**src/rtl/qpsk_symbol_packer.sv**
```systemverilog
`default_nettype none
// =============================================================================
// Module   : qpsk_symbol_packer
// Brief    : Slices strobed IQ samples to QPSK dibits and packs them MSB-first
//            into framed 32-bit AXI-stream words. Define QPSK_PACK_DIFF_EN for
//            differential decoding.
// Revision : 1.0 - initial release
// =============================================================================
module qpsk_symbol_packer #(
    parameter int WORD_SYMS = 16
) (
    input  logic        ce_clk,
    input  logic        ce_rst,
    input  logic        clear,
    input  logic        sym_stb,
    input  logic [31:0] i_tdata,
    input  logic        i_tlast,
    input  logic        i_tvalid,
    output logic        i_tready,
    input  logic [15:0] pkt_len,
    output logic [31:0] o_tdata,
    output logic [4:0]  o_nsym,
    output logic        o_tlast,
    output logic        o_tvalid,
    input  logic        o_tready,
    output logic [31:0] sym_count
);

    localparam logic [4:0] c_WORD_SYMS = 5'(WORD_SYMS);

    logic [31:0] r_sh;
    logic [4:0]  r_cnt;
    logic [15:0] r_wcnt;
    logic [31:0] r_tdata;
    logic [4:0]  r_nsym;
    logic        r_tlast;
    logic        r_tvalid;
    logic [31:0] r_sym_count;

    logic        w_accept;
    logic        w_sym;
    logic [1:0]  w_dibit;
    logic [31:0] w_ins;
    logic [31:0] w_sh_next;
    logic [4:0]  w_cnt_next;
    logic        w_full;
    logic        w_flush;
    logic        w_load;
    logic        w_empty_last;
    logic        w_len_last;
    logic        w_tlast_out;
    logic        w_unused;

    assign i_tready  = !r_tvalid || o_tready;
    assign w_accept  = i_tvalid && i_tready;
    assign w_sym     = w_accept && sym_stb;
    assign w_unused  = ^{i_tdata[30:16], i_tdata[14:0]};

`ifdef QPSK_PACK_DIFF_EN
    logic [1:0] w_phase;
    logic [1:0] r_p_prev;

    // Quadrant index 0..3 counter-clockwise from (+,+).
    assign w_phase = {i_tdata[15], i_tdata[31] ^ i_tdata[15]};
    assign w_dibit = w_phase - r_p_prev;

    always_ff @(posedge ce_clk or posedge ce_rst) begin
        if (ce_rst) begin
            r_p_prev <= 2'd0;
        end else if (clear) begin
            r_p_prev <= 2'd0;
        end else if (w_sym) begin
            r_p_prev <= w_phase;
        end
    end
`else
    assign w_dibit = {i_tdata[31], i_tdata[15]};
`endif

    // Dibit lands at [31-2*cnt -: 2]; cnt never reaches WORD_SYMS here.
    assign w_ins        = {w_dibit, 30'd0} >> {r_cnt, 1'b0};
    assign w_sh_next    = w_sym ? (r_sh | w_ins) : r_sh;
    assign w_cnt_next   = r_cnt + {4'd0, w_sym};
    assign w_full       = w_sym && (w_cnt_next == c_WORD_SYMS);
    assign w_flush      = w_accept && i_tlast && (w_cnt_next != 5'd0);
    assign w_load       = w_full || w_flush;
    assign w_empty_last = w_accept && i_tlast && (w_cnt_next == 5'd0);
    assign w_len_last   = (pkt_len != 16'd0) && (r_wcnt == pkt_len - 16'd1);
    assign w_tlast_out  = w_flush || w_len_last;

    always_ff @(posedge ce_clk or posedge ce_rst) begin
        if (ce_rst) begin
            r_sh        <= 32'd0;
            r_cnt       <= 5'd0;
            r_wcnt      <= 16'd0;
            r_tdata     <= 32'd0;
            r_nsym      <= 5'd0;
            r_tlast     <= 1'b0;
            r_tvalid    <= 1'b0;
            r_sym_count <= 32'd0;
        end else if (clear) begin
            r_sh        <= 32'd0;
            r_cnt       <= 5'd0;
            r_wcnt      <= 16'd0;
            r_tdata     <= 32'd0;
            r_nsym      <= 5'd0;
            r_tlast     <= 1'b0;
            r_tvalid    <= 1'b0;
            r_sym_count <= 32'd0;
        end else begin
            if (w_sym) begin
                r_sym_count <= r_sym_count + 32'd1;
            end

            if (w_load) begin
                r_sh     <= 32'd0;
                r_cnt    <= 5'd0;
                r_tdata  <= w_sh_next;
                r_nsym   <= w_cnt_next;
                r_tlast  <= w_tlast_out;
                r_tvalid <= 1'b1;
                r_wcnt   <= w_tlast_out ? 16'd0 : r_wcnt + 16'd1;
            end else begin
                r_sh  <= w_sh_next;
                r_cnt <= w_cnt_next;
                if (o_tready) begin
                    r_tvalid <= 1'b0;
                end
                // A bare tlast still closes the packet for length framing.
                if (w_empty_last) begin
                    r_wcnt <= 16'd0;
                end
            end
        end
    end

    assign o_tdata   = r_tdata;
    assign o_nsym    = r_nsym;
    assign o_tlast   = r_tlast;
    assign o_tvalid  = r_tvalid;
    assign sym_count = r_sym_count;

endmodule
`default_nettype wire

```
**config.mk**
```make
export PLATFORM = sky130hd
export DESIGN_NAME = qpsk_symbol_packer
export DESIGN_NICKNAME = d
export VERILOG_FILES = /design/src/rtl/qpsk_symbol_packer.sv
export SDC_FILE = /design/constraint.sdc
export NUM_CORES = 1
export LEC_CHECK = 0
export CORE_MARGIN = 1
export CORE_UTILIZATION = 40
export CTS_CLUSTER_SIZE = 8
export DETAILED_ROUTE_END_ITERATION = 10
export DONT_BUFFER_PORTS = 1
export GPL_ROUTABILITY_DRIVEN = 0
export GPL_TIMING_DRIVEN = 0
export RECOVER_POWER = 100
export SYNTH_ARGS = -nofsm -noshare
export SYNTH_HDL_FRONTEND = slang
export SYNTH_SLANG_ARGS = --single-unit
```
**constraint.sdc**
```tcl
create_clock -name ce_clk -period 10.9 [get_ports ce_clk]
set_input_delay 1.09 -clock ce_clk [delete_from_list [all_inputs] [get_ports ce_clk]]
set_output_delay 1.09 -clock ce_clk [all_outputs]
set_load 0.02 [all_outputs]
```
==> metrics.txt, run 1 <==
# TYPE chip_impl_metric gauge
chip_impl_metric{name="syn-num-nets",unit=""} 712
chip_impl_metric{name="boundaryPins",unit=""} 127
chip_impl_metric{name="routedWlPerCell",unit="µm"} 17.2
chip_impl_metric{name="wl",unit="mm"} 14.9
chip_impl_metric{name="crit_required",unit="ns"} 10.68
chip_impl_info{name="slowest_stage",value="sky130_fd_sc_hd__clkbuf_1"} 1
chip_impl_metric{name="coreArea",unit="µm²"} 14700
chip_impl_metric{name="fin_crit_sh",unit="%"} 48.3
chip_impl_info{name="outcome",value="finished, violations left"} 1
chip_impl_metric{name="die_height",unit="µm"} 125
chip_impl_metric{name="ys_async_sr_fraction",unit="%"} 100
chip_impl_metric{name="tritoncts.num_buffers",unit=""} 17
chip_impl_metric{name="rows",unit=""} 44
chip_impl_info{name="yosysMostFrequentCell",value="sky130_fd_sc_hd__dfrtp_1"} 1
chip_impl_info{name="synth_area_leader_cell",value="sky130_fd_sc_hd__dfrtp_1"} 1
chip_impl_metric{name="timing.max_slew.rel_slack",unit="%"} -121
chip_impl_metric{name="layout-drive-gt1-share",unit="%"} 6.42
chip_impl_info{name="synthTopCellsByCount",value="124 x sky130_fd_sc_hd__dfrtp_1, 121 x sky130_fd_sc_hd__nor2_1, 53 x sky130_fd_sc_hd__nand2_1"} 1
chip_impl_metric{name="die-area",unit="µm²"} 15700
chip_impl_metric{name="post_synth_instance_area",unit="µm²"} 6080
chip_impl_metric{name="timing.final.crit_period",unit="ns"} 5.26
chip_impl_metric{name="postCtsHoldBufs",unit=""} 0
chip_impl_metric{name="design.final.nets",unit=""} 732
chip_impl_metric{name="cts_num_sinks",unit=""} 124
chip_impl_metric{name="max-vdd-ir-drop",unit="mV"} 0.118
chip_impl_metric{name="die_w",unit="µm"} 125
chip_impl_metric{name="path_max_fanout",unit=""} 64
chip_impl_metric{name="ys_types",unit=""} 53
chip_impl_info{name="endpoint_kind",value="async pin"} 1
chip_impl_metric{name="synth_seq_area_share",unit="%"} 51.1
chip_impl_metric{name="p_per_area",unit="nW/µm²"} 165
chip_impl_metric{name="final.setup.tns",unit="ns"} 0
chip_impl_metric{name="port_buffers",unit=""} 0
chip_impl_metric{name="post_synth_edffs",unit=""} 0
chip_impl_info{name="critical_path.startpoint_type",value="input port"} 1
chip_impl_metric{name="finalSetupViolCount",unit=""} 0
chip_impl_metric{name="crit_buf_inv",unit=""} 2
chip_impl_metric{name="antenna_cells_inserted",unit=""} 0
chip_impl_metric{name="path_clk_slew",unit="ns"} 0.05
chip_impl_metric{name="p_leak",unit="nW"} 2.87
chip_impl_metric{name="syn_avg_cell_area",unit="µm²"} 9.32
chip_impl_info{name="synth-main-ff-cell",value="sky130_fd_sc_hd__dfrtp_1"} 1
chip_impl_info{name="cp_top_family",value="buffers and inverters"} 1
chip_impl_metric{name="detail_route.drc_violations",unit=""} 7
chip_impl_metric{name="cts_max_path_buffers",unit=""} 2
chip_impl_info{name="criticalPathCategory",value="in2async"} 1
chip_impl_info{name="worstHoldPathType",value="reg2reg"} 1
chip_impl_metric{name="first_global_vias",unit=""} 4784
chip_impl_metric{name="timing.max_cap.violations",unit=""} 2
chip_impl_metric{name="post-synth-top-area-fraction",unit="%"} 51.1
chip_impl_metric{name="grt_pass1_wl",unit="mm"} 24.9
chip_impl_info{name="netlist_top_cells_area",value="sky130_fd_sc_hd__dfrtp_1 51%, sky130_fd_sc_hd__nor2_1 7.5%, sky130_fd_sc_hd__xor2_1 4.8%"} 1
chip_impl_metric{name="track_usage",unit="%"} 20.1
chip_impl_metric{name="yosysWarnings",unit=""} 0
chip_impl_metric{name="postCtsSetupBuffers",unit=""} 0
chip_impl_metric{name="grt_remaining_overflow",unit=""} 0
chip_impl_info{name="cts_tree",value="done"} 1
chip_impl_metric{name="total_count_of_max_transition_violations_in_the_final_report",unit=""} 127
chip_impl_metric{name="finalHoldViolations",unit=""} 0
chip_impl_metric{name="worst-slew-pin-transition",unit="ns"} 3.32
chip_impl_metric{name="yosys_register_bits",unit=""} 124
chip_impl_metric{name="power",unit="W"} 0.00113
chip_impl_metric{name="clkLatencyLatePin",unit="ns"} 0.42
chip_impl_info{name="grt_setup_unrepaired",value="false"} 1
chip_impl_metric{name="post_synth_inst_count",unit=""} 652
chip_impl_metric{name="worstPathArrival",unit="ns"} 5.04
chip_impl_metric{name="cpPeakStageDelay",unit="ns"} 2.45
chip_impl_metric{name="dp.final_hpwl",unit="mm"} 10.6
chip_impl_metric{name="grt_start_max_net_pins",unit=""} 65
chip_impl_metric{name="cts_max_level",unit=""} 4
chip_impl_info{name="cts-root-buf",value="sky130_fd_sc_hd__clkbuf_16"} 1
chip_impl_metric{name="initial_utilization",unit="%"} 41.3
chip_impl_metric{name="timing.fmax",unit="MHz"} 190
chip_impl_metric{name="syn2layout_area_growth",unit="%"} 13.1
chip_impl_metric{name="post_cts.resized_instances",unit=""} 0
chip_impl_info{name="path_cells",value="clkinvlp_2 -> clkbuf_1"} 1
chip_impl_metric{name="final.setup_skew",unit="ns"} 0.0158
chip_impl_metric{name="vias_per_cell",unit=""} 5.60
chip_impl_metric{name="drt_iter0_drc",unit=""} 341
chip_impl_metric{name="initial_antenna_violation_count",unit=""} 0
chip_impl_metric{name="antenna_violating_nets_post_route",unit=""} 0
chip_impl_metric{name="dr_total_vias",unit=""} 4869
chip_impl_info{name="failed_checks",value="DRC, capacitance limit, slew limit"} 1
chip_impl_metric{name="drt-pass1-iter-count",unit=""} 8
[report_power, final]
| part | total (W) | switching [W] | internal, W |
|---|---|---|---|
| combinational | 0.0000911 | 0.0000636 | 0.0000275 |
| sequential | 0.000511 | 0.0000336 | 0.000477 |
| clock | 0.000531 | 0.000200 | 0.000331 |
| total | 0.00113 | 0.000298 | 0.000836 |
[layout make-up]
cell class | count | area [µm²]
inverters | 11 | 42.5
flip-flops and latches | 124 | 3100
clock buffers | 23 | 478
plain buffers | 43 | 180
clock inverters | 9 | 87.6
repair buffers | 1 | 3.75
fillers | 1347 | 7830
well taps | 184 | 230
multi-input cells | 474 | 2750
[state kept, by name, indices dropped and copies added, names as in the netlist]
signal     flops
o_tdata       32
r_sh          32
sym_count     32
r_wcnt        16
o_nsym         5
r_cnt          5
o_tlast        1
o_tvalid       1
[placed cells by master, fill, tap and decap left out, types with 15 or more instances in the layout]
cell,synthesis,layout
sky130_fd_sc_hd__a21oi_1,29,29
sky130_fd_sc_hd__nor2_1,121,121
sky130_fd_sc_hd__clkbuf_16,0,17
sky130_fd_sc_hd__nor3_1,16,16
sky130_fd_sc_hd__xor2_1,33,33
sky130_fd_sc_hd__xnor2_1,16,16
sky130_fd_sc_hd__nand3_1,22,23
sky130_fd_sc_hd__a31oi_1,15,15
sky130_fd_sc_hd__o21ai_0,17,18
sky130_fd_sc_hd__a211oi_1,36,36
sky130_fd_sc_hd__nand2_1,53,53
sky130_fd_sc_hd__clkbuf_1,35,42
sky130_fd_sc_hd__dfrtp_1,124,124
[kinds of logic after synthesis]
kind of cell | Yosys count | share of synthesized area [%]
AOI/OAI and AO/OA | 128 | 14.0
xor gates and xnor gates | 49 | 7.06
muxes | 3 | 0.494
buffers and inverters | 54 | 3.69
adders and majority gates | 5 | 1.03
and+or+nand+nor | 289 | 22.6
DFF | 124 | 51.1
[per-stage QoR]
| stage | setup WS, ns | hold WS (ns) | instances | util (%) | area (µm²) |
|---|---|---|---|---|---|
| after floorplan | 6.51 | 0.450 | 652 | - | 6080 |
| after global placement | 5.27 | 0.466 | 836 | 42.9 | 6310 |
| after detailed placement | 6.04 | 0.471 | 837 | 43.1 | 6340 |
| after CTS | 6.48 | 0.485 | 869 | 47.0 | 6910 |
| after global routing | 4.59 | 0.512 | 869 | 46.7 | 6870 |
| final | 5.64 | 0.486 | 869 | 46.7 | 6870 |
[metal layers]
metal / GRT usage (%) / up-vias / wire length (µm)
met5: 0 / - / 0
met4: 6.03 / 0 / 110
met3: 6.85 / 13 / 949
met2: 32.4 / 115 / 7110
met1: 25.6 / 2405 / 6770
li1: - / 2336 / -
[path summary, 6_finish.rpt]
check	start	endpoint	slack (ns)	cells after the start
max in group ce_clk	o_tready	r_wcnt[4]	6.48	14
min in group asynchronous	ce_rst	sym_count[12]	1.27	1
worst min register to register	r_sh[20]	r_sh[20]	0.49	2
worst min-delay path	r_sh[20]	r_sh[20]	0.49	2
worst max-delay path	ce_rst	o_tdata[14]	5.64	2
worst max register to register	o_tvalid	r_wcnt[4]	6.68	14
(Power assumes the default switching activity.)
==> run 2, diff against run 1 <==
==> constraint.sdc (replaced) <==
create_clock -name ce_clk -period 5.1 [get_ports ce_clk]
set_input_delay 0.51 -clock ce_clk [delete_from_list [all_inputs] [get_ports ce_clk]]
set_output_delay 0.51 -clock ce_clk [all_outputs]
set_load 0.02 [all_outputs]
==> run 2 against run 1 <==
The run still ends with DRC, capacitance limit, slew limit left. Total power increased by 110%. Design area about the same. Register-to-register slack got worse by 5.8 ns. Utilization about the same. Sequential power increased by 110%. Clock power increased by 110%. Highest routed layer unchanged.
==> metrics.txt, run 2 (synthesized netlist as in run 1, its figures left out) <==
# TYPE chip_impl_metric gauge
chip_impl_metric{name="antenna_violating_nets_post_route",unit=""} 0
chip_impl_info{name="route.top_layer_used",value="met4"} 1
chip_impl_metric{name="detail_route.drc_violations",unit=""} 7
chip_impl_metric{name="power.net_switching",unit="W"} 0.000636
chip_impl_metric{name="postCtsHoldBufs",unit=""} 0
chip_impl_metric{name="dr_wl_met2",unit="mm"} 7.11
chip_impl_metric{name="drt_iter0_drc",unit=""} 342
chip_impl_info{name="leading_cell_type_in_the_layout_fill_and_taps_excluded",value="sky130_fd_sc_hd__dfrtp_1"} 1
chip_impl_metric{name="max-vdd-ir-drop",unit="mV"} 0.253
chip_impl_metric{name="dp.final_hpwl",unit="mm"} 10.6
chip_impl_metric{name="p_per_area",unit="nW/µm²"} 353
chip_impl_metric{name="vias_per_cell",unit=""} 5.60
chip_impl_metric{name="crit_required",unit="ns"} 5.43
chip_impl_metric{name="pwr-share-comb",unit="%"} 8.0
chip_impl_metric{name="cts_num_sinks",unit=""} 124
chip_impl_metric{name="track_usage",unit="%"} 20.1
chip_impl_metric{name="die_w",unit="µm"} 125
chip_impl_metric{name="tritoncts.num_buffers",unit=""} 17
chip_impl_metric{name="grt_remaining_overflow",unit=""} 0
chip_impl_metric{name="clkLatencyLatePin",unit="ns"} 0.42
chip_impl_info{name="grt_setup_unrepaired",value="false"} 1
chip_impl_metric{name="timing.max_slew.rel_slack",unit="%"} -78.5
chip_impl_metric{name="timing.max_cap.violations",unit=""} 2
chip_impl_metric{name="port_buffers",unit=""} 0
chip_impl_metric{name="rows",unit=""} 44
chip_impl_metric{name="fin_crit_sh",unit="%"} 82.8
chip_impl_info{name="failed_checks",value="DRC, capacitance limit, slew limit"} 1
chip_impl_metric{name="grt_start_max_net_pins",unit=""} 65
chip_impl_metric{name="final.setup_skew",unit="ns"} 0.0158
chip_impl_metric{name="cts_max_path_buffers",unit=""} 2
chip_impl_metric{name="drt-met1-wl",unit="mm"} 6.78
chip_impl_metric{name="final.setup.tns",unit="ns"} 0
chip_impl_metric{name="total_count_of_max_transition_violations_in_the_final_report",unit=""} 127
chip_impl_metric{name="layout-drive-gt1-share",unit="%"} 6.57
chip_impl_metric{name="antenna_cells_inserted",unit=""} 0
chip_impl_metric{name="internal_power",unit="W"} 0.00179
chip_impl_info{name="final_cell_mix",value="124 x sky130_fd_sc_hd__dfrtp_1, 121 x sky130_fd_sc_hd__nor2_1, 53 x sky130_fd_sc_hd__nand2_1"} 1
chip_impl_metric{name="worstPathArrival",unit="ns"} 4.56
chip_impl_metric{name="initial_utilization",unit="%"} 41.3
chip_impl_metric{name="power",unit="W"} 0.00242
chip_impl_metric{name="routedWlPerCell",unit="µm"} 17.2
chip_impl_metric{name="wl",unit="mm"} 14.9
chip_impl_info{name="critical_path.startpoint_type",value="flop"} 1
chip_impl_metric{name="detailroute.wirelength.met3",unit="µm"} 949
chip_impl_metric{name="path_clk_slew",unit="ns"} 0.06
chip_impl_metric{name="cts_max_level",unit=""} 4
chip_impl_metric{name="fin_util",unit="%"} 46.7
chip_impl_metric{name="syn2layout_area_growth",unit="%"} 13.1
chip_impl_info{name="worstHoldPathType",value="in2reg"} 1
chip_impl_info{name="endpoint_kind",value="flop"} 1
chip_impl_metric{name="grt_pass1_wl",unit="mm"} 24.9
chip_impl_metric{name="power.sequential.fraction",unit="%"} 45.1
chip_impl_metric{name="dr_total_vias",unit=""} 4863
chip_impl_metric{name="initial_antenna_violation_count",unit=""} 0
chip_impl_metric{name="post_cts.resized_instances",unit=""} 0
chip_impl_metric{name="path_max_fanout",unit=""} 10
chip_impl_metric{name="timing.fmax",unit="MHz"} 237
chip_impl_metric{name="netSwitchingFraction",unit="%"} 26.3
chip_impl_info{name="cts-root-buf",value="sky130_fd_sc_hd__clkbuf_16"} 1
chip_impl_metric{name="power_frac_clock",unit="%"} 46.9
chip_impl_metric{name="design.final.nets",unit=""} 732
chip_impl_metric{name="die_height",unit="µm"} 125
chip_impl_metric{name="finalSetupViolCount",unit=""} 0
chip_impl_metric{name="coreArea",unit="µm²"} 14700
chip_impl_metric{name="r2r_slack",unit="ns"} 0.88
chip_impl_metric{name="postCtsSetupBuffers",unit=""} 0
chip_impl_metric{name="finalHoldViolations",unit=""} 0
chip_impl_metric{name="drt-pass1-iter-count",unit=""} 8
chip_impl_metric{name="p_leak",unit="nW"} 2.87
chip_impl_info{name="outcome",value="finished, violations left"} 1
chip_impl_info{name="criticalPathCategory",value="reg2reg"} 1
chip_impl_info{name="cts_tree",value="done"} 1
chip_impl_metric{name="timing.final.crit_period",unit="ns"} 4.22
chip_impl_metric{name="first_global_vias",unit=""} 4784
chip_impl_metric{name="die-area",unit="µm²"} 15700
chip_impl_metric{name="boundaryPins",unit=""} 127
chip_impl_metric{name="worst-slew-pin-transition",unit="ns"} 2.66
-- run 2: changes by cell type in the layout (fill, tap and decap cells not counted) --
cell,change
sky130_fd_sc_hd__clkbuf_1,-1
sky130_fd_sc_hd__clkbuf_2,+1
-- run 2: critical path, cell delays in order, from the launching register on --
cell and delay, ns:
sky130_fd_sc_hd__dfrtp_1 0.48, sky130_fd_sc_hd__nand2b_1 0.31, sky130_fd_sc_hd__nand3_1 0.35, sky130_fd_sc_hd__clkinv_1 0.30
sky130_fd_sc_hd__ha_1 0.29, sky130_fd_sc_hd__ha_1 0.21, sky130_fd_sc_hd__xnor2_1 0.25, sky130_fd_sc_hd__and3_1 0.21
sky130_fd_sc_hd__and3_1 0.14, sky130_fd_sc_hd__clkbuf_1 0.22, sky130_fd_sc_hd__o21ai_0 0.17, sky130_fd_sc_hd__a21oi_1 0.55
sky130_fd_sc_hd__clkbuf_1 0.44, sky130_fd_sc_hd__nand2_1 0.11, sky130_fd_sc_hd__o21ai_0 0.09
-- run 2: area by class of cell --
| class | count | area, µm² |
|---|---|---|
| multi-input combinational | 474 | 2750 |
| tap | 184 | 230 |
| buffer | 43 | 180 |
| fill | 1346 | 7830 |
| sequential | 124 | 3100 |
| inverter | 11 | 42.5 |
| clock buffer | 23 | 478 |
| clock inverter | 9 | 87.6 |
| timing repair buffer | 1 | 5.00 |
-- run 2: power by group through the flow --
stage | registers (W) | clock network (W) | logic [W]
6_report | 0.00109 | 0.00114 | 0.000195
5_1_grt | 0.00110 | 0.00120 | 0.000223
4_1_cts | 0.00109 | 0.00116 | 0.000200
3_5_place_dp | 0.00111 | 0 | 0.000199
3_3_place_gp | 0.00111 | 0 | 0.000190
2_1_floorplan | 0.00110 | 0 | 0.000149
-- run 2: path summary, 6_finish.rpt --
path | startpoint | to | depth (start not counted)
worst max-delay path | o_tvalid | r_wcnt[4] | 14
worst min-delay path | i_tdata[15] | r_sh[0] | 2
worst max register to register | o_tvalid | r_wcnt[4] | 14
worst min register to register | r_sh[20] | r_sh[20] | 2
max in group asynchronous | ce_rst | o_tdata[14] | 2
min in group asynchronous | ce_rst | sym_count[12] | 1
-- run 2: layer usage --
metal  vias up  track usage, %
li1       2336               -
met1      2399            25.6
met2       115            32.4
met3        13            6.85
met4         0            6.03
met5         -               0
-- run 2: through the flow --
step	hold slack, ns	setup WS, ns	cells	area, µm²
CTS	0.0321	0.857	869	6910
floorplan	0.450	1.29	652	6080
finish	0.300	0.876	869	6870
detailed placement	0.471	0.820	837	6340
global route	0.296	0.547	869	6870
global placement	0.466	0.0528	836	6310
